<file path="config.mk">
export PLATFORM = sky130hd
export DESIGN_NAME = morse_symbol_decoder
export DESIGN_NICKNAME = d
export VERILOG_FILES = /design/src/rtl/morse_pkg.sv /design/src/rtl/morse_pattern_match.sv /design/src/rtl/morse_symbol_decoder.sv
export SDC_FILE = /design/constraint.sdc
export NUM_CORES = 1
export LEC_CHECK = 0
export ABC_CLOCK_PERIOD_IN_PS = 3500
export CORE_MARGIN = 3
export CORE_UTILIZATION = 30
export CTS_BUF_LIST = sky130_fd_sc_hd__clkbuf_16
export DETAILED_ROUTE_END_ITERATION = 12
export PLACE_DENSITY = 0.5
export SLEW_MARGIN = 20
export SYNTH_ARGS = -nofsm -noshare
export SYNTH_HDL_FRONTEND = slang
export SYNTH_SLANG_ARGS = --single-unit
</file>
<file path="constraint.sdc">
create_clock -name Clock -period 3.5 [get_ports Clock]
set_input_delay 0.7 -clock Clock [delete_from_list [all_inputs] [get_ports Clock]]
set_output_delay 0.7 -clock Clock [all_outputs]
set_load 0.05 [all_outputs]
</file>
<file path="src/rtl/morse_pkg.sv">
// Shared Morse constants for the encoder FSM and the symbol decoder:
// symbol codes, letter codes, reference element patterns and decoder states.
package morse_pkg;

   // 2-bit Morse bus symbols
   localparam logic [1:0] MORSE_GAP  = 2'b00;
   localparam logic [1:0] MORSE_DOT  = 2'b01;
   localparam logic [1:0] MORSE_DASH = 2'b10;
   localparam logic [1:0] MORSE_EOL  = 2'b11;

   // 3-bit switch letter codes
   localparam logic [2:0] LTR_H     = 3'b000;
   localparam logic [2:0] LTR_E     = 3'b001;
   localparam logic [2:0] LTR_L     = 3'b010;
   localparam logic [2:0] LTR_O     = 3'b011;
   localparam logic [2:0] LTR_BLANK = 3'b100;
   localparam logic [2:0] LTR_ERR   = 3'b111;

   // Element count: 3 bits, saturating at ELEM_OVF to flag an overlong letter
   localparam int         ELEM_CNT_W = 3;
   localparam logic [2:0] ELEM_OVF   = 3'd5;

   // Reference patterns (Dot=0, Dash=1, first element in the highest used bit)
   localparam logic [3:0] PAT_H = 4'b0000;
   localparam logic [2:0] CNT_H = 3'd4;
   localparam logic [3:0] PAT_E = 4'b0000;
   localparam logic [2:0] CNT_E = 3'd1;
   localparam logic [3:0] PAT_L = 4'b0100;
   localparam logic [2:0] CNT_L = 3'd4;
   localparam logic [3:0] PAT_O = 4'b0111;
   localparam logic [2:0] CNT_O = 3'd3;

   // Decoder FSM states; encodings are what the debug port shows
   typedef enum logic [3:0] {
      ST_IDLE       = 4'd0,
      ST_MARK       = 4'd1,
      ST_SPACE      = 4'd2,
      ST_EMIT       = 4'd3,
      ST_WAIT_BLANK = 4'd4
   } dec_state_t;

   // Saturating element-count increment
   function automatic logic [2:0] elem_cnt_inc(input logic [2:0] cnt);
      return (cnt >= ELEM_OVF) ? ELEM_OVF : cnt + 3'd1;
   endfunction

endpackage

</file>
<file path="src/rtl/morse_pattern_match.sv">
// Combinational lookup of a captured (element count, pattern) pair to a
// letter code; anything that is not H/E/L/O reports the error code.
module morse_pattern_match
   import morse_pkg::*;
(
   input  logic [2:0] i_count,
   input  logic [3:0] i_pattern,
   output logic [2:0] o_letter,
   output logic       o_error
);

   // Table index equals the letter code (H=0, E=1, L=2, O=3)
   localparam logic [3:0][3:0] REF_PAT = {PAT_O, PAT_L, PAT_E, PAT_H};
   localparam logic [3:0][2:0] REF_CNT = {CNT_O, CNT_L, CNT_E, CNT_H};

   logic [3:0] w_hit;

   genvar gi;
   generate
      for (gi = 0; gi < 4; gi++) begin : g_ref
         assign w_hit[gi] = (i_count == REF_CNT[gi]) && (i_pattern == REF_PAT[gi]);
      end
   endgenerate

   // Reference entries are mutually exclusive, so at most one hit wins
   always_comb begin
      o_letter = LTR_ERR;
      o_error  = 1'b1;
      for (int i = 0; i < 4; i++) begin
         if (w_hit[i]) begin
            o_letter = 3'(i);
            o_error  = 1'b0;
         end
      end
   end

endmodule

</file>
<file path="src/rtl/morse_symbol_decoder.sv">
// Morse symbol decoder: rebuilds H/E/L/O/Blank letter codes from the 2-bit
// Morse bus, one Valid pulse per letter. All outputs are registered.
// Optional macro MORSE_DEC_STATE_DBG_EN adds the DecState debug output.
module morse_symbol_decoder
   import morse_pkg::*;
#(
   parameter int GAP_CYCLES   = 3,
   parameter int BLANK_CYCLES = 7,
   parameter int CNT_W        = 4
)(
   input  logic       Clock,
   input  logic       Resetn,
   input  logic [1:0] Morse,
   output logic [2:0] Letter,
   output logic       Valid,
`ifdef MORSE_DEC_STATE_DBG_EN
   output logic       Error,
   output logic [3:0] DecState
`else
   output logic       Error
`endif
);

   dec_state_t      r_state, w_state_next;
   logic [3:0]      r_pattern, w_pattern_next;
   logic [2:0]      r_count, w_count_next;
   logic [CNT_W-1:0] r_gap, w_gap_next;
   logic [1:0]      r_mark, w_mark_next;
   logic [2:0]      r_letter, w_letter_next;
   logic            r_valid, w_valid_next;
   logic            r_error, w_error_next;

   logic            w_is_mark;
   logic            w_elem;
   logic [CNT_W-1:0] w_gap_inc;
   logic [2:0]      w_match_letter;
   logic            w_match_error;

   assign w_is_mark = (Morse == MORSE_DOT) || (Morse == MORSE_DASH);
   assign w_elem    = (Morse == MORSE_DASH);
   assign w_gap_inc = r_gap + CNT_W'(1);

   morse_pattern_match u_match (
      .i_count   (r_count),
      .i_pattern (r_pattern),
      .o_letter  (w_match_letter),
      .o_error   (w_match_error)
   );

   // State and datapath registers; reset discards any partial letter
   always_ff @(posedge Clock) begin
      if (!Resetn) begin
         r_state   <= ST_IDLE;
         r_pattern <= '0;
         r_count   <= '0;
         r_gap     <= '0;
         r_mark    <= MORSE_GAP;
         r_letter  <= LTR_BLANK;
         r_valid   <= 1'b0;
         r_error   <= 1'b0;
      end else begin
         r_state   <= w_state_next;
         r_pattern <= w_pattern_next;
         r_count   <= w_count_next;
         r_gap     <= w_gap_next;
         r_mark    <= w_mark_next;
         r_letter  <= w_letter_next;
         r_valid   <= w_valid_next;
         r_error   <= w_error_next;
      end
   end

   // Next-state, element capture and output-pulse decisions
   always_comb begin
      w_state_next   = r_state;
      w_pattern_next = r_pattern;
      w_count_next   = r_count;
      w_gap_next     = r_gap;
      w_mark_next    = r_mark;
      w_letter_next  = r_letter;
      w_valid_next   = 1'b0;
      w_error_next   = 1'b0;

      case (r_state)
         ST_IDLE: begin
            if (w_is_mark) begin
               w_state_next   = ST_MARK;
               w_pattern_next = {3'b000, w_elem};
               w_count_next   = 3'd1;
               w_mark_next    = Morse;
               w_gap_next     = '0;
            end
         end

         ST_MARK: begin
            if (w_is_mark) begin
               // A direct Dot<->Dash change is a new element; a repeat is not
               if (Morse != r_mark) begin
                  w_pattern_next = {r_pattern[2:0], w_elem};
                  w_count_next   = elem_cnt_inc(r_count);
                  w_mark_next    = Morse;
               end
            end else if (Morse == MORSE_GAP) begin
               w_state_next = ST_SPACE;
               w_gap_next   = CNT_W'(1);
            end else begin
               w_state_next  = ST_EMIT;
               w_gap_next    = '0;
               w_valid_next  = 1'b1;
               w_letter_next = w_match_letter;
               w_error_next  = w_match_error;
            end
         end

         ST_SPACE: begin
            if (Morse == MORSE_GAP) begin
               w_gap_next = w_gap_inc;
               if (int'(w_gap_inc) >= GAP_CYCLES) begin
                  w_state_next  = ST_EMIT;
                  w_valid_next  = 1'b1;
                  w_letter_next = w_match_letter;
                  w_error_next  = w_match_error;
               end
            end else if (w_is_mark) begin
               w_state_next   = ST_MARK;
               w_pattern_next = {r_pattern[2:0], w_elem};
               w_count_next   = elem_cnt_inc(r_count);
               w_mark_next    = Morse;
               w_gap_next     = '0;
            end else begin
               w_state_next  = ST_EMIT;
               w_gap_next    = '0;
               w_valid_next  = 1'b1;
               w_letter_next = w_match_letter;
               w_error_next  = w_match_error;
            end
         end

         ST_EMIT: begin
            // Letter already registered on entry; start the next one clean
            w_pattern_next = '0;
            w_count_next   = '0;
            if (Morse == MORSE_GAP) begin
               w_state_next = ST_WAIT_BLANK;
               w_gap_next   = w_gap_inc;
            end else if (w_is_mark) begin
               w_state_next   = ST_MARK;
               w_pattern_next = {3'b000, w_elem};
               w_count_next   = 3'd1;
               w_mark_next    = Morse;
               w_gap_next     = '0;
            end else begin
               w_state_next = ST_WAIT_BLANK;
               w_gap_next   = '0;
            end
         end

         ST_WAIT_BLANK: begin
            if (Morse == MORSE_GAP) begin
               w_gap_next = w_gap_inc;
               if (int'(w_gap_inc) >= BLANK_CYCLES) begin
                  w_state_next  = ST_IDLE;
                  w_gap_next    = '0;
                  w_valid_next  = 1'b1;
                  w_letter_next = LTR_BLANK;
               end
            end else if (w_is_mark) begin
               w_state_next   = ST_MARK;
               w_pattern_next = {3'b000, w_elem};
               w_count_next   = 3'd1;
               w_mark_next    = Morse;
               w_gap_next     = '0;
            end else begin
               w_state_next = ST_IDLE;
               w_gap_next   = '0;
            end
         end

         default: begin
            w_state_next   = ST_IDLE;
            w_pattern_next = '0;
            w_count_next   = '0;
            w_gap_next     = '0;
         end
      endcase
   end

   assign Letter = r_letter;
   assign Valid  = r_valid;
   assign Error  = r_error;

`ifdef MORSE_DEC_STATE_DBG_EN
   assign DecState = r_state;
`endif

endmodule

</file>
# Word-level counts from Yosys, hierarchy flattened
# Index checks and enable logic that the tools add are counted.
[totals] ff_bits=22 latchBits=0 mem_bits_rw=0 romBits=0 wordCells=129 n_memories=0
[classes] addsub=2 multipliers=0 div=0 order_cmp=3 n_eq_ne=26 shift=0 mux=73 bitwise_logic=0 n_reduce_logical=17
[ops] cell="2-to-1 mux 4 bit" count=17
[ops] cell="2-to-1 mux 3 bit" count=20
[ops] cell="case mux 4 bit (5 select lines)" count=2
[ops] cell="2-to-1 mux 1 bit" count=23
[ops] cell="inequality test 2 bit (second input constant)" count=11
[ops] cell="case mux 4 bit (4 select lines)" count=1
[ops] cell="case mux 3 bit (5 select lines)" count=1
[ops] cell="equality test 4 x 3 -> 1 bit (second input constant)" count=3
[ops] cell="2-to-1 mux 2 bit" count=5
[ops] cell="inequality test 3 bit (second input constant)" count=3
[ops] cell="case mux 3 bit (3 select lines)" count=1
[ops] cell="equality test 4 x 2 -> 1 bit (second input constant)" count=2
[ops] cell="logical NOT 4 bit" count=2
[ops] cell="AND reduction 4 bit" count=2
[ops] cell="AND reduction 7 bit" count=1
[ops] cell="case mux 2 bit (3 select lines)" count=1
[ops] cell="nonzero test 3 bit" count=2
[ops] cell="AND reduction 5 bit" count=1
[ops] cell="adder 4 x 1 -> 4 bit (second input constant)" count=1
[ops] cell="equality test 4 x 1 -> 1 bit (second input constant)" count=1
[ops] cell=">= comparator 4 x 2 -> 1 bit (second input constant)" count=1
[ops] cell=">= comparator 4 x 3 -> 1 bit (second input constant)" count=1
[ops] cell="logical AND 1 bit" count=4
[ops] cell="adder 3 x 1 -> 3 bit (second input constant)" count=1
[ops] cell="other kinds (14)" count=14

# Longest topological paths before layout
# Gate-level depths: netlist of the first run.
[logic_depth] ltp_word=9 ltp_mapped=8 depth_no_buf=8

# Cells and area by module
# A second synthesis of the first run with hierarchy kept.
[hier_totals] hier_cells=190 hier_area_um2=1614.0
[by_module_without_submodules] mod="morse_symbol_decoder" instances=1 cells_each=180 area_each_um2=1530.2
[by_module_without_submodules] mod="morse_pattern_match" instances=1 cells_each=10 area_each_um2=83.8

# Worst setup path after synthesis of the first run
# OpenSTA, ideal clock, no wires.
[synth_timing] path_type="input to register" from="in Morse[0]" to="reg r_letter[2], in the netlist Letter[2]" setup_time_ns=0.121 arrival_time_ns=2.006 required_time_ns=3.379 slack_ns=1.373 cell_stages=7 path_cell_list="inv_1 ha_1 buf_2 nor2_1 o21ai_0 a21oi_2 mux2_4"
[synth_between] elab_chain_cells=4
[synth_rtl] element="from (decl)" line_no="morse_symbol_decoder.sv:13" text="input logic [1:0] Morse,"
[synth_rtl] element="equality test 2 x 1 -> 1 bit or equality test 2 bit (tied branches)" line_no="morse_symbol_decoder.sv:39" text="assign w_is_mark = (Morse == MORSE_DOT) || (Morse == MORSE_DASH);"
[synth_rtl] element="logical OR 1 bit" line_no="morse_symbol_decoder.sv:39"
[synth_rtl] element="inequality test 3 bit (no line) or inequality test 2 bit (tied branches)"
[synth_rtl] element="AND reduction 7 bit (no line)"
[synth_rtl] element="to (signal assigned)" line_no="morse_symbol_decoder.sv:67" text="r_letter <= w_letter_next;"
[synth_rtl] element="to (decl)" line_no="morse_symbol_decoder.sv:29" text="logic [2:0] r_letter, w_letter_next;"
# Parallel ways exist; a longest one is shown, timed or not.
# A chain may end at the register's enable or synchronous reset.

# Worst setup path in the final report of the first run
[layout_timing] from="in Morse[1]" to="reg r_count[2]"
[layout_between] elab_chain_cells=5
[layout_rtl] element="equality test 2 x 1 -> 1 bit or equality test 2 bit (tied branches)" line_no="morse_symbol_decoder.sv:39"
[layout_rtl] element="logical OR 1 bit" line_no="morse_symbol_decoder.sv:39"
[layout_rtl] element="2-to-1 mux 3 bit (2 in series)"
[layout_rtl] element="case mux 3 bit (5 select lines)" line_no="morse_symbol_decoder.sv:84" text="case (r_state)"
[layout_rtl] element="to (signal assigned)" line_no="morse_symbol_decoder.sv:64" text="r_count <= w_count_next;"
[layout_rtl] element="to (decl)" line_no="morse_symbol_decoder.sv:26" text="logic [2:0] r_count, w_count_next;"
# Parallel ways exist; a longest one is shown, timed or not. The select of a mux whose other input is x is not followed.

==> metrics.txt, run 1 <==
status complete, no violations; WP buf/inv 3; Critical-path top delay cell clkdlybuf4s50_1; Worst VDD drop 173 uV; Synth Instances 183; Setup WS pre-CTS 0.420 ns; top cell type's share of synthesized area 29.1%; Fillers 467; Post-Synth Adder-Cell Area 8.67%; Pre-antenna DRT Iters 5; post-DP HPWL 2480 um; IO Count 9; WS Path Type input port to register; FF+latch count, synth 21; Area contributors post-synth dfxtp_1, ha_1, o21ai_0; hold slack 0.461 ns; yosys warns 0; CP Data Arrival Time 3.02 ns; Fin. Hold Viols 0; Synth cell types 47; Top Family by Delay on Critical Path buffers and inverters; max-slew violation count 0; Die ar. 5680 um^2; largest net degree at the start of global routing 22; Setup TNS 0 ns; Port Buffers 8; WL/cell 14.2 um; fin cells 239; Final Critical Period 2.84 ns; drt via density 5.46; WHS Endpoint Letter[1]$_SDFFE_PN0P_; Total Wirelength 3400 um; post_cts resized 0; number of global-route vias before repair 1,210; Post-synth EDFFs 0; GRT overflow 0; Max Fclk 352 MHz; Post-Syn Area 1440 um^2; register area 420 um^2; Worst path max stage delay 0.60 ns; share of cells above drive strength 1 5.88%; DR iter-0 viols 63; startpoint types input port; setup repair after global routing missed its margin false; placed cell count 235; Post-DP Area 1560 um^2; simple-gate area share of the yosys netlist 26.0%; CTS Sinks 21; CORE AREA 4500 um^2; CP Max Fanout 14; Worst-path clk slew 0.06 ns; dominant cell type by area after synthesis dfxtp_1; Slew @ Worst Pin 0.623 ns; post-synthesis sequential area ratio 29.1%; initial antenna violation count 0; Die Y 75.3 um; Synth Area per Inst 7.88 um^2; Setup-failing EPs final 0; final instance area 1640 um^2; area occupied by multi-input gates 947 um^2; max cap viols 0; Synth Area in XOR/XNOR 1.82%; Skew-Pair Late Insertion Delay 0.26 ns; Die Span X 75.3 um; CTS H-tree depth 1; critical path endpoint category register; GRT Total Usage 13.4%; setup slack after layout 0.660 ns; CP required 3.68 ns; Min-Delay Path Depth 2; # diodes 0; cell row count 24; Compound-Gate Fraction of Synth Area 25.3%; worst rel slew slack 58.4%; TritonCTS clock tree built; main flop type after synthesis dfxtp_1; static leakage 0.000633 uW; PD cells 446 nW/um^2; NumNets Final 202; final period utilization 81.1%; first-pass GRT wire length 5760 um; main combinational cell family by area after synthesis simple AND/OR/NAND/NOR gates; Detail Route Antenna Nets 0; FF-to-FF End Letter[2]$_SDFFE_PN1P_; register-to-register setup slack 1.43 ns; worst-path cell chain clkdlybuf4s50_1 -> inv_1 -> ha_1 -> nor2b_1 -> a21oi_1 -> a32oi_1 -> buf_4 -> nand3_1 -> o21ai_0; routability cong. 0.837; Num CTS Buffers 3; clk buf depth 2; mux cell area share after synthesis 3.82%; R2R cell count 5; Root Buffer clkbuf_16; worst hold path class register to register; post-synthesis net count 197; Post CTS Setup Buffer Count 0; initial core utilization 32.0%; clk_skew 0.00456 ns; share of synthesized registers carrying an async set or reset 0%; # DRC 0; # hold bufs at CTS 0; hold path start Letter[1]$_SDFFE_PN0P_; P&R area growth vs syn 13.4%; Vias 1,305; reg-to-reg critical path startpoint r_state[1]$_SDFFE_PN0P_
==> tightest hold or removal path, stage by stage, from the launching register on <==
cell     delay (ns)
dfxtp_1        0.31
nand2_1        0.05
mux2i_1        0.05
==> power by group <==
group	switching, uW	internal, uW
sequential	28.2	258
clock	91.7	153
combinational	118	80.9
total	238	491
==> worst max-delay path by stage <==
stage | start | endpoint | slack [ns] | cells past startpoint
final | Morse[1] | r_count[2]$_SDFFE_PN0P_ | 0.66 | 9
after global routing | Morse[1] | r_count[2]$_SDFFE_PN0P_ | 0.43 | 9
after CTS | Morse[0] | r_count[2]$_SDFFE_PN0P_ | 0.67 | 9
after detailed placement | Morse[0] | r_count[2]$_SDFFE_PN0P_ | 0.42 | 9
after global placement | Morse[0] | r_count[1]$_SDFFE_PN0P_ | 0.53 | 9
after floorplan | Morse[0] | Letter[2]$_SDFFE_PN1P_ | 1.37 | 7
==> through the flow <==
step	util (%)	total power [uW]
floorplan	-	439
global placement	34.6	486
detailed placement	34.6	490
CTS	36.3	738
global route	36.3	775
finish	36.3	729
==> registers in the layout, indices dropped and copies added (netlist names) <==
signal,count
r_count,3
r_pattern,4
Letter,3
Error,1
r_state,3
r_gap,4
Valid,1
r_mark,2
==> cells by family (layout without fill, tap and decap cells) <==
group	count (synthesis)	in the layout
AO/OA/AOI/OAI	54	54
adder cells (fa/ha/maj)	10	10
AND/OR/NAND/NOR	72	72
flip-flops	21	21
XOR/XNOR	3	3
buffers and inverters	18	22
multiplexers	5	5
==> per-layer routing <==
layer / vias up / track usage [%] / part of all wire (%)
met1: 611 / 17.0 / 46
met5: - / 0 / 0
met2: 20 / 21.4 / 49
li1: 669 / - / -
met4: 0 / 6.21 / 1.7
met3: 5 / 3.03 / 3.1
==> final cells by class <==
| class | count | share of cell area, % |
|---|---|---|
| multi-input cells | 144 | 57.9 |
| flip-flops and latches | 21 | 25.7 |
| repair buffers | 10 | 5.81 |
| clock buffers | 3 | 4.59 |
| well taps | 52 | 3.98 |
| inverters | 8 | 1.83 |
| clock inverters | 1 | 0.229 |
==> cells in the final DEF (no fill, tap or decap), drive strengths merged, types with 3 or more instances in the layout <==
master,n
a21oi,7
and3,3
clkbuf,3
clkdlybuf4s50,8
dfxtp,21
ha,10
inv,9
mux2i,4
nand2,20
nand2b,4
nand3,12
nor2,13
nor2b,6
o21a,4
o21ai,18
o31ai,4
xor2,3
==> cell usage after synthesis, types with 2 or more instances <==
cell	count
xor2_1	3
and2_1	2
buf_2	3
and3_1	2
nand2b_1	4
o211a_1	2
or3_1	2
nor2_1	13
nand2_1	20
o31ai_1	4
a31oi_1	2
inv_1	8
nand4_1	2
o21ai_0	18
a21oi_1	6
nor2b_1	6
dfxtp_1	21
clkbuf_1	5
a21boi_0	2
o211ai_1	2
nand3_1	12
ha_1	10
mux2i_1	4
o311ai_0	2
a211o_1	2
o21a_1	4
nor3_1	2
No activity file was read; power rests on OpenSTA's default activity.
==> run 2: changes to the inputs <==
--- a/config.mk
+++ b/config.mk
@@ -5,12 +5,12 @@
 export SDC_FILE = /design/constraint.sdc
 export NUM_CORES = 1
 export LEC_CHECK = 0
-export ABC_CLOCK_PERIOD_IN_PS = 3500
+export ABC_CLOCK_PERIOD_IN_PS = 2600
 export CORE_MARGIN = 3
 export CORE_UTILIZATION = 30
 export CTS_BUF_LIST = sky130_fd_sc_hd__clkbuf_16
 export DETAILED_ROUTE_END_ITERATION = 12
-export PLACE_DENSITY = 0.5
+export PLACE_DENSITY = 0.52
 export SLEW_MARGIN = 20
 export SYNTH_ARGS = -nofsm -noshare
 export SYNTH_HDL_FRONTEND = slang
==> constraint.sdc (replaced) <==
create_clock -name Clock -period 2.6 [get_ports Clock]
set_input_delay 0.52 -clock Clock [delete_from_list [all_inputs] [get_ports Clock]]
set_output_delay 0.52 -clock Clock [all_outputs]
set_load 0.05 [all_outputs]
==> metrics.txt, run 2 (synthesized netlist as in run 1, its figures left out) <==
IO Count 9 (unchanged); share of cells above drive strength 1 10.3% (+4.4 points); status complete, no violations; Setup WS pre-CTS 0.0878 ns (-0.332 ns); P&R area growth vs syn 17.9%; first-pass GRT wire length 5580 um (-3.2%); fin cells 247 (+3.3%); routability cong. 0.835 (-0.17%); largest net degree at the start of global routing 26 (+18%); post_cts resized 0 (unchanged); static leakage 0.000668 uW (+5.6%); post-DP HPWL 2410 um (-2.9%); post-layout util 37.8% (+1.4 points); initial core utilization 32.0% (unchanged); Total Wirelength 3240 um (-4.6%); placed cell count 243 (+3.4%); reg-to-reg critical path startpoint r_gap[0]$_SDFFE_PN0P_; Root Buffer clkbuf_16; CORE AREA 4500 um^2 (unchanged); CTS H-tree depth 1 (unchanged); max cap viols 0 (unchanged); most common cell after layout, fill and taps aside dfxtp_1; max-slew violation count 0 (unchanged); startpoint types input port; Pre-antenna DRT Iters 4 (-1); CP Data Arrival Time 2.45 ns (-0.57 ns); TritonCTS clock tree built; GRT Total Usage 12.4% (-0.99 points); most frequent cells in the layout dfxtp_1, nand2_1, o21ai_0, nor2_1, nand3_1; worst hold path class register to register; critical path endpoint category register; WL/cell 13.1 um (-7.7%); cell row count 24 (unchanged); clk buf depth 2 (unchanged); initial antenna violation count 0 (unchanged); # hold bufs at CTS 0 (unchanged); DR iter-0 viols 54 (-14%); Fin. Hold Viols 0 (unchanged); # DRC 0 (unchanged); Num CTS Buffers 3 (unchanged); biggest regs r_gap x4, r_pattern x4; setup repair after global routing missed its margin false; # diodes 0 (unchanged); Slew @ Worst Pin 0.538 ns (-0.0851 ns); CP required 2.80 ns (-0.88 ns); NumNets Final 210 (+4.0%); drt via density 5.38 (-1.4%); Setup TNS 0 ns (unchanged); Port Buffers 8 (unchanged); register-to-register setup slack 0.61 ns (-0.82 ns); CP Max Fanout 11 (-3); Die Span X 75.3 um (unchanged); crit path launch Morse[0]; GRT overflow 0 (unchanged); R2R cell count 7 (+2); number of global-route vias before repair 1,248 (+3.1%); Die ar. 5680 um^2 (unchanged); WS Path Type input port to register; crit path to r_gap[0]$_SDFFE_PN0P_; FF-to-FF End Letter[2]$_SDFFE_PN1P_; CTS Sinks 21 (unchanged); Skew-Pair Late Insertion Delay 0.25 ns (about the same); Setup-failing EPs final 0 (unchanged); Detail Route Antenna Nets 0 (unchanged); worst rel slew slack 64.1% (+5.7 points); Worst-path clk slew 0.06 ns (about the same); Fillers 466 (-0.21%); Max Fclk 443 MHz; setup slack after layout 0.344 ns (-0.316 ns); final period utilization 86.8%; Die Y 75.3 um (unchanged); Post CTS Setup Buffer Count 0 (unchanged); Final Critical Period 2.26 ns; clk_skew 0.00307 ns (-0.00149 ns); Vias 1,330 (+1.9%); PD cells 585 nW/um^2 (+31%); Worst VDD drop 276 uV (+59%)
## run 2: worst min-delay path by stage
stage / startpoint / endpoint / slack, ns / cells after the start
6_report: Letter[1]$_SDFFE_PN0P_ / Letter[1]$_SDFFE_PN0P_ / 0.46 / 2
5_1_grt: Letter[1]$_SDFFE_PN0P_ / Letter[1]$_SDFFE_PN0P_ / 0.49 / 2
4_1_cts: Letter[1]$_SDFFE_PN0P_ / Letter[1]$_SDFFE_PN0P_ / 0.46 / 2
3_5_place_dp: Letter[1]$_SDFFE_PN0P_ / Letter[1]$_SDFFE_PN0P_ / 0.45 / 2
3_3_place_gp: Letter[0]$_SDFFE_PN0P_ / Letter[0]$_SDFFE_PN0P_ / 0.45 / 2
2_1_floorplan: r_pattern[3]$_SDFFE_PN0P_ / r_pattern[3]$_SDFFE_PN0P_ / 0.44 / 2
## run 2: critical path, cell delays in order
cell and delay (ns):
clkdlybuf4s50_1 0.48, inv_1 0.08, ha_1 0.33, buf_4 0.19, xor2_1 0.15, nor3_1 0.33
nand2_1 0.09, o311ai_0 0.10, and3_1 0.19
## run 2: area by class of cell
type	instances	area (um^2)	share of cell area [%]
clock inverters	1	7.51	0.442
flip-flops and latches	21	420	24.7
well taps	52	65.1	3.83
inverters	8	30.0	1.77
clock buffers	3	75.1	4.42
repair buffers	18	155	9.12
multi-input cells	144	947	55.7
## run 2: through the flow
stage / cell area [um^2] / power (uW) / hold slack [ns]
detailed placement: 1620 / 668 / 0.452
global route: 1700 / 1060 / 0.486
finish: 1700 / 994 / 0.457
CTS: 1700 / 1000 / 0.464
global placement: 1620 / 667 / 0.446
floorplan: 1440 / 591 / 0.443
## run 2: layer usage
metal | GRT usage (%) | share of wire [%]
met5 | 0 | 0
met4 | 2.91 | 0.83
met3 | 3.56 | 3.1
met2 | 20.5 | 48
met1 | 15.9 | 48
## run 2: power by group
part           leakage (uW)  internal [uW]  switching [uW]
combinational      0.000460            120             160
sequential         0.000171            347            33.7
clock             0.0000371            208             125
total              0.000668            676             319
